### src/rtl/fetch_unit.sv
// Instruction fetch stage: owns the PC, registers the program-memory word for decode,
// handles stall, branch redirect and halt. Optional macro FETCH_PERF_EN adds fetch_count.
module fetch_unit #(
   parameter int                AW       = 8,
   parameter int                IW       = 17,
   parameter int                OPC_W    = 5,
   parameter logic [OPC_W-1:0]  HALT_OPC = 5'h1F,
   parameter logic [AW-1:0]     RESET_PC = 8'h00
) (
   input  logic           clk,
   input  logic           rst,
   input  logic           stall,
   input  logic           branch_take,
   input  logic [AW-1:0]  branch_target,
   output logic [AW-1:0]  pc_addr,
   input  logic [IW-1:0]  instr_in,
   output logic [IW-1:0]  instr_out,
   output logic [AW-1:0]  pc_out,
   output logic           instr_valid,
   output logic           halted
`ifdef FETCH_PERF_EN
   ,
   output logic [15:0]    fetch_count
`endif
);

   typedef enum logic {
      S_FETCH = 1'b0,
      S_HALT  = 1'b1
   } state_t;

   state_t           state_q, state_d;
   logic [AW-1:0]    pc_q, pc_d;
   logic [IW-1:0]    instr_q, instr_d;
   logic [AW-1:0]    pc_out_q, pc_out_d;
   logic             valid_q, valid_d;
   logic             halted_q, halted_d;
   logic             capture_s;
   logic [OPC_W-1:0] opc_s;

   assign opc_s = instr_in[IW-1 -: OPC_W];

   // Next-state logic: branch beats stall, stall beats a normal capture.
   always_comb begin
      state_d   = state_q;
      pc_d      = pc_q;
      instr_d   = instr_q;
      pc_out_d  = pc_out_q;
      valid_d   = valid_q;
      halted_d  = halted_q;
      capture_s = 1'b0;
      case (state_q)
         S_FETCH: begin
            if (branch_take) begin
               pc_d    = branch_target;
               valid_d = 1'b0;
            end else if (stall) begin
               pc_d = pc_q;
            end else begin
               capture_s = 1'b1;
               instr_d   = instr_in;
               pc_out_d  = pc_q;
               valid_d   = 1'b1;
               // A halt word is still handed to decode, but the PC parks on it.
               if (opc_s == HALT_OPC) begin
                  state_d  = S_HALT;
                  halted_d = 1'b1;
               end else begin
                  pc_d = pc_q + {{(AW-1){1'b0}}, 1'b1};
               end
            end
         end
         S_HALT: begin
            valid_d  = 1'b0;
            halted_d = 1'b1;
         end
         default: begin
            state_d  = S_FETCH;
            valid_d  = 1'b0;
            halted_d = 1'b0;
         end
      endcase
   end

   // State registers with synchronous reset.
   always_ff @(posedge clk) begin
      if (rst) begin
         state_q  <= S_FETCH;
         pc_q     <= RESET_PC;
         instr_q  <= {IW{1'b0}};
         pc_out_q <= {AW{1'b0}};
         valid_q  <= 1'b0;
         halted_q <= 1'b0;
      end else begin
         state_q  <= state_d;
         pc_q     <= pc_d;
         instr_q  <= instr_d;
         pc_out_q <= pc_out_d;
         valid_q  <= valid_d;
         halted_q <= halted_d;
      end
   end

   assign pc_addr     = pc_q;
   assign instr_out   = instr_q;
   assign pc_out      = pc_out_q;
   assign instr_valid = valid_q;
   assign halted      = halted_q;

`ifdef FETCH_PERF_EN
   logic [15:0] count_q, count_d;

   // Saturating count of captured words.
   always_comb begin
      count_d = count_q;
      if (capture_s && (count_q != 16'hFFFF)) begin
         count_d = count_q + 16'd1;
      end else begin
         count_d = count_q;
      end
   end

   // Counter register.
   always_ff @(posedge clk) begin
      if (rst) begin
         count_q <= 16'd0;
      end else begin
         count_q <= count_d;
      end
   end

   assign fetch_count = count_q;
`else
   logic unused_capture_s;
   assign unused_capture_s = capture_s;
`endif

endmodule

### config.mk
export PLATFORM = sky130hd
export DESIGN_NAME = fetch_unit
export DESIGN_NICKNAME = d
export VERILOG_FILES = /design/src/rtl/fetch_unit.sv
export SDC_FILE = /design/constraint.sdc
export NUM_CORES = 1
export LEC_CHECK = 0
export ABC_AREA = 1
export CAP_MARGIN = 40
export CORE_UTILIZATION = 43
export DETAILED_ROUTE_END_ITERATION = 7
export GPL_TIMING_DRIVEN = 0
export PLACE_DENSITY = 0.87
export SLEW_MARGIN = 0
export SYNTH_ARGS = -nofsm -noshare
export SYNTH_HDL_FRONTEND = slang
export SYNTH_SLANG_ARGS = --single-unit
### constraint.sdc
create_clock -name clk -period 1.3 [get_ports clk]
set_input_delay 0.39 -clock clk [delete_from_list [all_inputs] [get_ports clk]]
set_output_delay 0.39 -clock clk [all_outputs]
set_load 0.02 [all_outputs]
==> metrics, run 1 <==
status complete, no violations; crit-path max cell delay 0.33 ns; Crit. End Element output pin; Via-to-Cell Ratio 4.937; Tightest Pin Transition 0.3837 ns; pin count of the biggest net entering global routing 12; Port Buffers 62; critical path peak fanout 2; Final ANT Viol Nets 0; drt drc 0; clock sinks 36; Slew headroom 74.15%; Clock Tree Buf Depth 2; CP startpoint kind flip-flop; Hold WC Path Type in2reg; Die Ht 64.61 µm; VDD IR max 0.6200 mV; Yosys reg bits 36; grt total ovfl 0; Bufs and invs on worst path 1; Overall Global Routing Usage 21.62%; crit-path cells clkdlybuf4s15_2; Slowest cell on crit path dfxtp_1; Cells after Synth 210; max-slew violations 0; Initial Util 45.35%; Synth Warn # 0; Distinct cells, synth 25; initial antenna violation count 0; fin nets 313; fin util 64.11%; CTS hold repair buffers 0; min-delay src branch_take; minimum clock period 1.266 ns; CTS tree yes; power density over the cells 1118 nW/µm²; die width 64.61 µm; Mean Syn Cell Area 8.026 µm²; Tcrit/Tclk final 97.42%; Post-Synthesis Cell Area 1685 µm²; H-tree depth 2; ratio of cells with drive above 1 in the final layout 36.27%; Setup Slack @ Placement -0.4540 ns; WL/cell 12.45 µm; worst path required time 0.91 ns; # fillers 343; via count 1639; arrival time worst endpoint 0.88 ns; post-route setup slack 0.03353 ns; FMAX 0.7896 GHz; RR Startpoint pc_addr[1]; antenna diode count 0; Worst Skew 0.001977 ns; io pins 64; sequential share of the synthesized area 42.76%; Net Count, Synth 240; RD Place Congestion 0.8688; die area 4174 µm²; Core Rows 22; critical path class reg2out; core area 3716 µm²; r2r setup slk 0.07 ns; Crit. Startpoint instr_out[4]; final setup violation count 0; vias in the first global route 1472; Max-Cap Viols 0; clock slew at reported path FFs 0.07 ns; Critical Path Stages 1; first-pass GRT wire length 6.796 mm; drt total wl 4.134 mm; Worst-Skew Late Latency 0.29 ns; Worst R2R Path Depth 8; initial drt markers 98; Root Driver clkbuf_8; Post-DP HPWL 2.990 mm; Worst Hold Depth 4; Pleak 0.001097 µW; area grow syn2layout 41.35%; Inserted Clock Buffers 5; RSZ-0062 raised after global routing true; family with the most delay on the worst path flip-flops; Pre-antenna DRT Iters 4; final hold vios 0
==> routing by layer <==
metal / vias up / GRT usage [%] / wire [µm]
met1: 744 / 27.12 / 1824
met5: - / 0 / 0
met3: 9 / 6.162 / 235
met4: 0 / 10.56 / 81
met2: 61 / 33.82 / 1993
li1: 825 / - / -
==> cell families (layout without fill, tap and decap cells) <==
logic type      count (synthesis)  in the layout  share of synthesized area (%)
compound gates                 53             53                          20.71
fa+ha+maj                       1              1                         0.7423
flops                          36             36                          42.76
buf+inv                        28            102                          9.577
simple gates                   92             92                          26.21
==> what timing repair did <==
| item | 4_1_cts | 5_1_grt |
|---|---|---|
| cloned | 1 | 0 |
| hold endpoints to repair | 0 | 0 |
| pin swaps | 3 | 0 |
| endpoints found under the setup margin | 70 | 25 |
| buffers inserted | 3 | 0 |
| gates resized for setup | 132 | 25 |
==> cells in the mapped netlist (all sizes together) <==
cell type,number,share of area [%]
nand2,31,9.1
or2,1,0.37
ha,1,0.74
inv,18,4.2
a21oi,15,7.1
nand3,8,3.9
nand3b,1,0.45
a31oi,1,0.37
dfxtp,36,43
nor2,50,12
clkbuf,1,0.22
o21ai,37,13
nand4,1,0.37
buf,9,5.2
==> path summary, 6_finish.rpt <==
path | end
setup / recovery | instr_out[4]
hold / removal | instr_valid
setup reg to reg | pc_addr[6]
hold reg to reg | halted
==> state kept, by name, indices dropped and copies added (netlist names) <==
name	cells
pc_addr	8
pc_out	8
instr_valid	1
state_q	1
instr_out	17
halted	1
==> power breakdown <==
group | total [µW] | switching [µW] | internal [µW]
Sequential | 1240 | 57.2 | 1180
Clock | 831 | 401 | 430
Combinational | 594 | 332 | 262
Total | 2660 | 790 | 1870
==> through the flow <==
step | std cells | total power (µW) | TNS, ns | hold WS [ns] | cell area, µm²
floorplan | 210 | 1606 | 0 | 0.4524 | 1688
global placement | 320 | 1878 | -13.14 | 0.4539 | 2369
detailed placement | 320 | 1894 | -14.28 | 0.4511 | 2369
CTS | 332 | 2709 | 0 | 0.4384 | 2521
global route | 332 | 2787 | -0.01139 | 0.4558 | 2382
finish | 332 | 2663 | 0 | 0.4448 | 2382
==> placed cells by master, fill, tap and decap left out <==
cell type / n
dlygate4sd2_1: 7
nor2_4: 2
clkbuf_2: 1
clkdlybuf4s50_1: 20
bufbuf_16: 1
dfxtp_2: 5
a21oi_1: 3
dfxtp_1: 30
inv_2: 7
inv_4: 1
nand4_1: 1
nand3b_1: 1
nor2_1: 47
nand2_1: 26
a21oi_2: 12
clkinvlp_4: 1
clkbuf_1: 1
o21ai_2: 9
buf_2: 35
o21ai_1: 14
buf_4: 4
a31oi_1: 1
o21ai_4: 1
nand3_4: 2
ha_2: 1
buf_6: 4
o21ai_0: 13
inv_1: 10
clkbuf_8: 6
dfxtp_4: 1
nand3_1: 6
buf_12: 2
nand2_4: 5
or2_1: 1
clkdlybuf4s15_2: 2
nor2_2: 1
==> worst reg2reg max path, delay by kind of cell (launching register included) <==
| family | cells | cell delay, ns |
|---|---|---|
| fa+ha+maj | 1 | 0.21 |
| compound gates | 1 | 0.05 |
| flops | 1 | 0.37 |
| simple gates | 6 | 0.49 |
==> cell type report <==
type | count | area (µm²) | area share [%]
buffer | 10 | 95.09 | 3.992
sequential | 36 | 730.7 | 30.67
timing repair buffer | 66 | 516.7 | 21.69
inverter | 18 | 70.07 | 2.941
multi-input combinational | 146 | 815.8 | 34.24
clock inverter | 1 | 7.507 | 0.3151
tap | 48 | 60.06 | 2.521
clock buffer | 7 | 86.33 | 3.624
Power figures use the tool's default switching activity.
==> run 2, diff against run 1 <==
--- a/config.mk
+++ b/config.mk
@@ -10,6 +10,7 @@
 export CORE_UTILIZATION = 43
 export DETAILED_ROUTE_END_ITERATION = 7
 export GPL_TIMING_DRIVEN = 0
+export HOLD_SLACK_MARGIN = 0.15
 export PLACE_DENSITY = 0.87
 export SLEW_MARGIN = 0
 export SYNTH_ARGS = -nofsm -noshare
==> results of run 2 <==
The final DEF is identical to that of run 1; final timing and power are the same.
